[config.mk]
export PLATFORM = sky130hd
export DESIGN_NAME = ehl_reverse_pipe
export DESIGN_NICKNAME = d
export VERILOG_FILES = /design/src/rtl/ehl_reverse_pipe.sv
export SDC_FILE = /design/constraint.sdc
export NUM_CORES = 1
export LEC_CHECK = 0
export ABC_AREA = 0
export CORE_ASPECT_RATIO = 1.25
export CORE_MARGIN = 2
export CORE_UTILIZATION = 52
export CTS_CLUSTER_DIAMETER = 120
export DETAILED_ROUTE_END_ITERATION = 8
export PLACE_DENSITY_LB_ADDON = 0.08
export SLEW_MARGIN = 30
export SYNTH_ARGS = -nofsm -noshare
export SYNTH_HDL_FRONTEND = slang
export SYNTH_SLANG_ARGS = --single-unit
[constraint.sdc]
create_clock -name clk -period 2.4 [get_ports clk]
set_clock_uncertainty 0.1 [all_clocks]
set_input_delay 0.48 -clock clk [delete_from_list [all_inputs] [get_ports clk]]
set_output_delay 0.48 -clock clk [all_outputs]
set_load 0.01 [all_outputs]
[src/rtl/ehl_reverse_pipe.sv]
// Valid/ready bit and group permutation stage.
// The beat is permuted on entry and then held in an output register backed by one skid entry.
module ehl_reverse_pipe #(
  parameter int WIDTH = 32,
  parameter int GROUP = 8
) (
  input  logic             clk,
  input  logic             reset_n,
  input  logic             clr,
  input  logic             in_valid,
  output logic             in_ready,
  input  logic [1:0]       in_mode,
  input  logic [WIDTH-1:0] in_data,
  output logic             out_valid,
  input  logic             out_ready,
  output logic [WIDTH-1:0] out_data
);

  localparam int N = WIDTH / GROUP;

  function automatic logic [WIDTH-1:0] permute(input logic [WIDTH-1:0] d,
                                               input logic [1:0]       mode);
    logic [WIDTH-1:0] r;
    r = d;
    case (mode)
      2'd1: begin
        for (int i = 0; i < WIDTH; i++) r[i] = d[WIDTH-1-i];
      end
      2'd2: begin
        for (int g = 0; g < N; g++)
          for (int b = 0; b < GROUP; b++)
            r[g*GROUP+b] = d[(N-1-g)*GROUP+b];
      end
      2'd3: begin
        for (int g = 0; g < N; g++)
          for (int b = 0; b < GROUP; b++)
            r[g*GROUP+b] = d[g*GROUP+GROUP-1-b];
      end
      default: r = d;
    endcase
    return r;
  endfunction

  logic [WIDTH-1:0] result_p0;
  logic [WIDTH-1:0] skid_data;
  logic             skid_valid;
  logic             accept;
  logic             transfer;

  // Stage p0: combinational permutation of the incoming beat
  assign result_p0 = permute(in_data, in_mode);

  // in_ready comes straight off the skid flop, so out_ready never reaches it combinationally
  assign in_ready = ~skid_valid;
  assign accept   = in_valid & in_ready;
  assign transfer = out_valid & out_ready;

  // Stage p1: output register with skid backup
  always_ff @(posedge clk or negedge reset_n) begin
    if (!reset_n) begin
      out_valid  <= 1'b0;
      skid_valid <= 1'b0;
      out_data   <= '0;
      skid_data  <= '0;
    end else if (clr) begin
      out_valid  <= 1'b0;
      skid_valid <= 1'b0;
    end else if (skid_valid && transfer) begin
      out_data   <= skid_data;
      out_valid  <= 1'b1;
      skid_valid <= 1'b0;
    end else if (accept && (!out_valid || transfer)) begin
      out_data  <= result_p0;
      out_valid <= 1'b1;
    end else if (accept) begin
      skid_data  <= result_p0;
      skid_valid <= 1'b1;
    end else if (transfer) begin
      out_valid <= 1'b0;
    end
  end

endmodule
==> results of run 1 <==
## cells in the mapped netlist (2+ instances only)
master	count
sky130_fd_sc_hd__buf_12	2
sky130_fd_sc_hd__buf_2	5
sky130_fd_sc_hd__buf_6	4
sky130_fd_sc_hd__clkbuf_1	5
sky130_fd_sc_hd__dfrtp_1	66
sky130_fd_sc_hd__inv_1	2
sky130_fd_sc_hd__mux2_2	70
sky130_fd_sc_hd__mux2_4	26
sky130_fd_sc_hd__mux4_1	2
sky130_fd_sc_hd__mux4_2	30
## final timing paths
kind / cells after the start / slack [ps] / from / to
max: 5 / 300 / in_mode[1] / out_data[31]
min in group clk: 1 / 400 / skid_data[16] / skid_data[16]
min reg2reg: 1 / 400 / skid_data[16] / skid_data[16]
max reg2reg: 4 / 650 / out_valid / out_data[17]
max in group asynchronous: 2 / 1640 / reset_n / skid_data[1]
min: 1 / 20 / reset_n / out_data[13]
## metal layers
layer | track usage (%) | routed length [um]
met2 | 34.29 | 3987
met1 | 26.53 | 3197
met5 | 0 | 0
met3 | 3.846 | 336
met4 | 7.823 | 128
## power groups by stage
stage / combinational (uW) / sequential (uW) / clock, uW
floorplan: 603 / 1680 / 0
global placement: 1150 / 1640 / 0
detailed placement: 1180 / 1660 / 0
CTS: 1180 / 1640 / 989
global route: 1250 / 1680 / 1040
finish: 1170 / 1640 / 967
## kinds of logic after synthesis
| kind of cell | after synthesis | synth area share (%) |
|---|---|---|
| AOI/OAI and AO/OA | 3 | 0.5330 |
| buffers and inverters | 19 | 3.731 |
| DFF | 66 | 43.97 |
| muxes | 129 | 51.03 |
| and+or+nand+nor | 4 | 0.7329 |
## flip-flops by register name (all words and copies together), names as in the netlist
| name | count |
|---|---|
| skid_valid | 1 |
| out_valid | 1 |
| out_data | 32 |
| skid_data | 32 |
## critical path: stages
cell                              delay, ps
sky130_fd_sc_hd__clkdlybuf4s50_1        500
sky130_fd_sc_hd__buf_12                 180
sky130_fd_sc_hd__mux4_2                 530
sky130_fd_sc_hd__mux2_2                 280
sky130_fd_sc_hd__mux2_2                 250
## cell type report
cell class / count / area share (%)
clock buffer: 12 / 3.203
clock inverter: 4 / 1.033
inverter: 2 / 0.1550
multi-input combinational: 136 / 40.69
sequential: 66 / 34.10
tap: 90 / 2.325
timing repair buffer: 85 / 18.50
## cell usage in the layout, fill, tap and decap left out
cell and instances:
sky130_fd_sc_hd__buf_2 2, sky130_fd_sc_hd__mux4_1 2, sky130_fd_sc_hd__a21o_1 1, sky130_fd_sc_hd__clkdlybuf4s50_1 70, sky130_fd_sc_hd__clkbuf_8 11, sky130_fd_sc_hd__mux4_2 30
sky130_fd_sc_hd__nand4_1 1, sky130_fd_sc_hd__dfrtp_1 66, sky130_fd_sc_hd__mux2i_1 1, sky130_fd_sc_hd__mux2_4 26, sky130_fd_sc_hd__inv_1 2, sky130_fd_sc_hd__a21oi_1 1
sky130_fd_sc_hd__bufinv_16 1, sky130_fd_sc_hd__buf_12 7, sky130_fd_sc_hd__nand3_1 1, sky130_fd_sc_hd__buf_4 6, sky130_fd_sc_hd__clkinvlp_4 2, sky130_fd_sc_hd__nor3_4 1
sky130_fd_sc_hd__clkbuf_1 1, sky130_fd_sc_hd__nor2b_1 1, sky130_fd_sc_hd__a211oi_1 1, sky130_fd_sc_hd__mux2_2 70, sky130_fd_sc_hd__clkinv_2 1
## per-stage QoR
stage	util, %	TNS (ps)
after floorplan	-	0
after global placement	66.48	-553.3
after detailed placement	66.48	-678.0
after CTS	69.42	0
after global routing	69.42	0
final	69.42	0
==> metrics.txt, run 1 <==
Detailed Route Iter0 Violations 53; Worst Slack Setup Final 295.4 ps; Post-Syn Area per Cell 17.00 um2; result of the run completed; P&R area growth vs syn 28.95%; RSZ-0062 raised after global routing false; total wire length after detailed routing 7650 um; library cell used as clock root buffer sky130_fd_sc_hd__clkbuf_8; # DRC 0; HPWL after detailed placement 5319 um; finished layout cell area roughly 4800 um2; leading register cell type out of synthesis sky130_fd_sc_hd__dfrtp_1; number of resized instances in the post-cts repair step 0; Peak supply drop 0.3932 mV; number of H-tree levels 3; Worst Hold Slack just over 20 ps; share of layout cells above drive strength 1 51.48%; total number of vias 2348; flip-flop and latch count after synthesis 66; multi-input combinational cell area 1971 um2; post-synth top area cell sky130_fd_sc_hd__dfrtp_1; count of port buffers added during placement about 70; dpl ws -67.05 ps; synthesis warning total 0; Final Hold Fails 0; Mapped Cells between 200 and 250; pin count of the biggest net entering global routing 33; global-route wire length before repair between 10000 and 15000 um; total count of max-transition violations in the final report 0; Int Pwr 2778 uW; switching share of total power 26.32%; grt total ovfl 0; portion of synthesized cell area occupied by the leading cell type 43.97%; arrival time worst endpoint about 2200 ps; CP max FO 19; vias in the first global route 2420; total nets after synthesis 260; kind of start point of the critical path input pin; DRT antenna net count 0; P_leak between 0.002 and 0.0025 uW; Least-Margin Pin Slew ~560 ps; clock transition at the registers of the reported paths about 70 ps; post-synthesis instance area 3756 um2; Filler Cells Inserted 508; die height 99.02 um; fraction of the yosys area taken by sequential cells 43.97%; insertion delay of the later-clocked pin in the worst-skew pair 340 ps; routability congestion estimate roughly 0.75; clock period minus final worst setup slack 2105 ps; full die area 7923 um2; critical path capture point type register; clock sink total between 60 and 70; clock tree buffer depth 2; MaxCap Viol Count 0; Clk pwr share 25.6%; worst endpoint required time 2530 ps; Non-Filler Instances 395; boundary pin count 73; number of antenna violations at the first check in global routing 0; number of buffers inserted to repair setup after CTS 0; number of nets in the finished design 339; final total power approximately 3800 uW; Critical Setup Path Class in2reg; number of buffers inserted by hold repair at cts 0; dominant cells by area after synthesis sky130_fd_sc_hd__dfrtp_1 (44%), sky130_fd_sc_hd__mux2_2 (21%), sky130_fd_sc_hd__mux4_2 (18%); Horiz. Die Dim 80.02 um; count of placed standard cells including taps approximately 380; GRT Overall Usage between 20% and 30%; placement row count 34; standard cell area after detailed placement 4638 um2; area of the core 6977 um2; share of the clock period used by the worst path 87.69%; setup violators final 0; number of enable-type register cells in the synthesized netlist 0; Comb pwr share 30.9%; Power per Cell Area 778.5 nW/um2; Seq. cell area 1652 um2; count of unique library cells instantiated by Yosys 19; CTS tree done; Antenna Cells 0; Slew Limit Headroom 62.39%; CTS buffer count 9; effective utilization at floorplan a little over half; first-pass detailed-route iteration total 4; FFs w/ async S/R, synth 100.0%; average wire per standard cell 19.37 um; portion of total power attributed to sequential cells between 40% and 50%; fmax approximately 0.48 GHz; Net Sw Power between 900 and 1000 uW; via-per-instance ratio 5.944; type of the tightest min-delay check in2async
(Power assumes the default switching activity.)
==> run 2, diff against run 1 <==
CORE_UTILIZATION = 44   (was 52)
==> metrics.txt, run 2 (synthesized netlist as in run 1, its figures left out) <==
Net Sw Power 970.1 uW; pin count of the biggest net entering global routing 42; multi-input combinational cell area 1971 um2; CTS buffer count 9; arrival time worst endpoint 2230 ps; die height around 110 um; total wire length after detailed routing 7698 um; Power per Cell Area 744.6 nW/um2; insertion delay of the later-clocked pin in the worst-skew pair 340 ps; number of nets in the finished design between 300 and 400; full die area 9296 um2; post-layout utilization of the core 57.96%; clock transition at the registers of the reported paths 60 ps; share of the clock period used by the worst path 88.07%; Clk pwr share 21.8%; boundary pin count 73; Least-Margin Pin Slew 335.5 ps; count of port buffers added during placement 72; RSZ-0062 raised after global routing false; critical path capture point type register; global-route wire length before repair 12600 um; grt total ovfl 0; # DRC 0; Comb pwr share 32.5%; R2R depth 4; result of the run completed; count of placed standard cells including taps 387; share of layout cells above drive strength 1 50.98%; area of the core 8287 um2; portion of total power attributed to sequential cells 45.6%; number of H-tree levels 3; P&R area growth vs syn 27.88%; number of antenna violations at the first check in global routing 0; placement row count 37; Peak supply drop around 0.38 mV; Seq. cell area 1652 um2; via-per-instance ratio 5.685; CP max FO 20; switching share of total power 27.13%; clock tree buffer depth 2; MaxCap Viol Count 0; Filler Cells Inserted 664; Int Pwr 2606 uW; setup slack, reg-to-reg 710 ps; Detailed Route Iter0 Violations 98; setup violators final 0; GRT Overall Usage 18.04%; CTS tree done; Slew Limit Headroom 77.63%; Critical Setup Path Class in2reg; number of buffers inserted to repair setup after CTS 0; total number of vias 2291; destination of the critical timing path out_data[28]; most used cells in the layout excluding fill and tap cells sky130_fd_sc_hd__mux2_2 (70), sky130_fd_sc_hd__clkdlybuf4s50_1 (70), sky130_fd_sc_hd__dfrtp_1 (66), sky130_fd_sc_hd__mux4_2 (30), sky130_fd_sc_hd__mux2_4 (26); clock period minus final worst setup slack around 2100 ps; clock sink total 66; Hold Crit Start skid_data[5]; library cell used as clock root buffer sky130_fd_sc_hd__clkbuf_8; Reg2Reg Capture Point out_data[15]; number of resized instances in the post-cts repair step 0; fmax 0.4731 GHz; effective utilization at floorplan between 40 and 50%; Antenna Cells 0; total count of max-transition violations in the final report 0; vias in the first global route 2369; kind of start point of the critical path input pin; registers with the most flip-flops out_data: 32 flops, skid_data: 32 flops; first-pass detailed-route iteration total 4; Non-Filler Instances 403; Final Hold Fails 0; routability congestion estimate roughly 0.8; number of buffers inserted by hold repair at cts 1; type of the tightest min-delay check reg2reg; Reg-to-Reg Start out_valid; Horiz. Die Dim 86.64 um; CP startpoint in_mode[1]; P_leak 0.002001 uW; DRT antenna net count 0; worst endpoint required time between 2000 and 3000 ps; average wire per standard cell 19.10 um; HPWL after detailed placement around 5200 um
## run 2: cell count changes in the layout (fill, tap and decap cells not counted), sizes merged
cell | before | now
buf | 15 | 16
bufinv | 1 | 0
clkbuf | 12 | 11
clkinv | 1 | 4
clkinvlp | 2 | 0
dlygate4sd3 | 0 | 1
## run 2: how the worst min path moves through the flow
stage	to	slack (ps)	depth (start not counted)
after floorplan	out_data[0]	80	0
after CTS	skid_data[12]	410	1
after global routing	skid_data[5]	420	1
after detailed placement	out_data[19]	290	1
final	skid_data[5]	400	1
after global placement	out_data[19]	290	1
## run 2: worst max-delay path, stage by stage
cell and delay [ps]:
sky130_fd_sc_hd__clkdlybuf4s50_1 500, sky130_fd_sc_hd__buf_12 190, sky130_fd_sc_hd__mux4_2 520, sky130_fd_sc_hd__mux2_2 270
sky130_fd_sc_hd__mux2_2 260
## run 2: final cells by class
cell class              instances  share of cell area [%]
clock buffers                  11                   2.735
clock inverters                 4                  0.4168
inverters                       2                  0.1563
multi-input cells             136                   41.03
flip-flops and latches         66                   34.38
well taps                      97                   2.527
repair buffers                 87                   18.75
## run 2: metrics by stage
step,total power [uW],cell area [um2],hold slack (ps),setup TNS [ps],setup WS [ps]
floorplan,2285,3756,84.41,0,411.0
global placement,2802,4642,285.2,-564.4,-53.66
detailed placement,2829,4642,292.5,-672.9,-78.02
CTS,3631,4803,407.8,0,291.0
global route,3805,4803,418.7,0,238.1
finish,3576,4803,402.7,0,286.3
## run 2: metal layers
layer	vias up	track usage [%]	part of all wire, %
met1	1198	25.18	45
li1	1021	-	-
met4	0	6.362	1.7
met2	64	27.36	48
met5	-	0	0
met3	8	4.601	4.5
## run 2: power by group through the flow
stage | logic (uW) | clock network, uW | registers [uW]
floorplan | 603 | 0 | 1680
global placement | 1160 | 0 | 1640
detailed placement | 1180 | 0 | 1650
CTS | 1180 | 812 | 1640
global route | 1250 | 871 | 1680
finish | 1160 | 781 | 1630
==> run 3, diff against run 2 <==
--- a/config.mk
+++ b/config.mk
@@ -10,3 +10,3 @@
 export CORE_MARGIN = 2
-export CORE_UTILIZATION = 44
+export CORE_UTILIZATION = 52
 export CTS_CLUSTER_DIAMETER = 120
--- a/constraint.sdc
+++ b/constraint.sdc
@@ -4,2 +4,2 @@
 set_output_delay 0.48 -clock clk [all_outputs]
-set_load 0.01 [all_outputs]
+set_load 0.1 [all_outputs]
==> metrics.txt, run 3 (synthesized netlist as in run 1, its figures left out) <==
Seq. cell area about 1700 um2; number of H-tree levels 3; result of the run completed; Detailed Route Iter0 Violations 96; registers with the most flip-flops out_data: 32 flops, skid_data: 32 flops; Peak supply drop 0.6899 mV; fmax 0.4764 GHz; dpl ws -65.33 ps; count of port buffers added during placement 72; total number of vias 2314; Top cell by count, worst path sky130_fd_sc_hd__mux2_2; cells along the critical path clkdlybuf4s50_1, buf_12, mux4_2, mux2_2, mux2_2; arrival time worst endpoint 2230 ps; area of the core 6977 um2; first-pass detailed-route iteration total 4; Critical Setup Path Class in2reg; leading cell type in the layout, fill and taps excluded sky130_fd_sc_hd__mux2_2; family of cells with the greatest summed delay on the critical path multiplexers; destination of the critical timing path out_data[28]; library cell used as clock root buffer sky130_fd_sc_hd__clkbuf_8; number of nets in the finished design roughly 340; number of buffers inserted by hold repair at cts 0; # DRC 0; Final Hold Fails 0; CP startpoint in_mode[1]; CTS tree done; pin count of the biggest net entering global routing 67; number of antenna violations at the first check in global routing 0; standard cell area after detailed placement 4533 um2; DRT antenna net count 0; Antenna Cells 0; HPWL after detailed placement 5220 um; critical path capture point type register; clock period minus final worst setup slack ~2100 ps; setup slack, reg-to-reg around 660 ps; global-route wire length before repair approximately 13000 um; Filler Cells Inserted a little over 500; via-per-instance ratio 5.873; Reg-to-Reg Start out_valid; kind of start point of the critical path input pin; Buf/Inv on CP 2; post-layout utilization of the core 68.22%; insertion delay of the later-clocked pin in the worst-skew pair 360 ps; setup violators final 0; RSZ-0062 raised after global routing false; die height 99.02 um; R2R depth 4; total wire length after detailed routing approximately 7700 um; CP Depth 5; number of buffers inserted to repair setup after CTS 0; boundary pin count 73; average wire per standard cell 19.54 um; Worst Slack Setup Final 300.7 ps; Worst path max stage delay between 500 and 600 ps; Horiz. Die Dim 80.02 um; full die area 7923 um2; Least-Margin Pin Slew 359.0 ps; clock transition at the registers of the reported paths 80 ps; share of layout cells above drive strength 1 62.83%; type of the tightest min-delay check in2async; effective utilization at floorplan 53.84%; finished layout cell area 4760 um2; Slowest cell on crit path sky130_fd_sc_hd__mux4_2; clock sink total 66; grt total ovfl 0; vias in the first global route 2512; GRT Overall Usage 21.42%; total count of max-transition violations in the final report 0; most used cells in the layout excluding fill and tap cells sky130_fd_sc_hd__mux2_2 (70), sky130_fd_sc_hd__dfrtp_1 (66), sky130_fd_sc_hd__buf_4 (40), sky130_fd_sc_hd__clkdlybuf4s50_1 (36), sky130_fd_sc_hd__mux4_2 (30); Reg2Reg Capture Point out_data[9]; P_leak 0.002044 uW; Power per Cell Area ~1000 nW/um2; CTS buffer count 9; clock tree buffer depth 2; worst endpoint required time ~2500 ps; P&R area growth vs syn 26.72%; MaxCap Viol Count 0; final total power 4877 uW; share of the clock period used by the worst path slightly below 90%; multi-input combinational cell area 1971 um2; routability congestion estimate 0.7740; placement row count 34; Slew Limit Headroom 76.07%; number of resized instances in the post-cts repair step 0; CP max FO 19
-- run 3: cell count changes in the layout (fill, tap and decap cells not counted) --
cell,previous run,this run
sky130_fd_sc_hd__inv_6,0,1
sky130_fd_sc_hd__buf_4,8,40
sky130_fd_sc_hd__clkinvlp_4,0,2
sky130_fd_sc_hd__clkinv_2,4,1
sky130_fd_sc_hd__clkbuf_8,9,10
sky130_fd_sc_hd__dlygate4sd3_1,1,0
sky130_fd_sc_hd__clkbuf_1,2,0
sky130_fd_sc_hd__clkdlybuf4s50_1,70,36
sky130_fd_sc_hd__bufinv_16,0,2
-- run 3: final cells by class --
cell class,count,area share [%]
sequential,66,34.70
clock buffer,10,2.892
timing repair buffer,84,16.61
multi-input combinational,136,41.40
clock inverter,6,1.866
inverter,2,0.1577
tap,90,2.366
-- run 3: worst min-delay path by stage --
| stage | startpoint | slack, ps | to |
|---|---|---|---|
| floorplan | reset_n | 80 | out_data[0] |
| global placement | skid_data[18] | 380 | skid_data[18] |
| global route | reset_n | 60 | out_data[13] |
| finish | reset_n | 20 | out_data[21] |
| detailed placement | skid_data[24] | 390 | skid_data[24] |
| CTS | reset_n | 50 | out_data[13] |
-- run 3: power breakdown --
group | total [uW] | switching [uW] | internal (uW)
Clock | 1070 | 460 | 615
Sequential | 1640 | 185 | 1460
Combinational | 2160 | 1440 | 726
-- run 3: routing by layer --
metal  wire length [um]  track usage (%)
met5                  0                0
met4                174            10.04
met3                331            3.480
met1               3209            27.97
met2               3985            34.94
-- run 3: stage by stage --
step           instances  hold WS, ps  setup TNS (ps)
5_1_grt              394        61.18               0
6_report             394        23.72               0
2_1_floorplan        221        84.41               0
3_5_place_dp         378        390.4          -723.5
4_1_cts              394        46.09               0
3_3_place_gp         378        383.4          -492.4
-- run 3: worst register-to-register path, cell delays in order (launching register included) --
cell,delay [ps]
sky130_fd_sc_hd__dfrtp_1,440
sky130_fd_sc_hd__nor2b_1,200
sky130_fd_sc_hd__nor3_4,260
sky130_fd_sc_hd__buf_4,300
sky130_fd_sc_hd__mux2_4,330
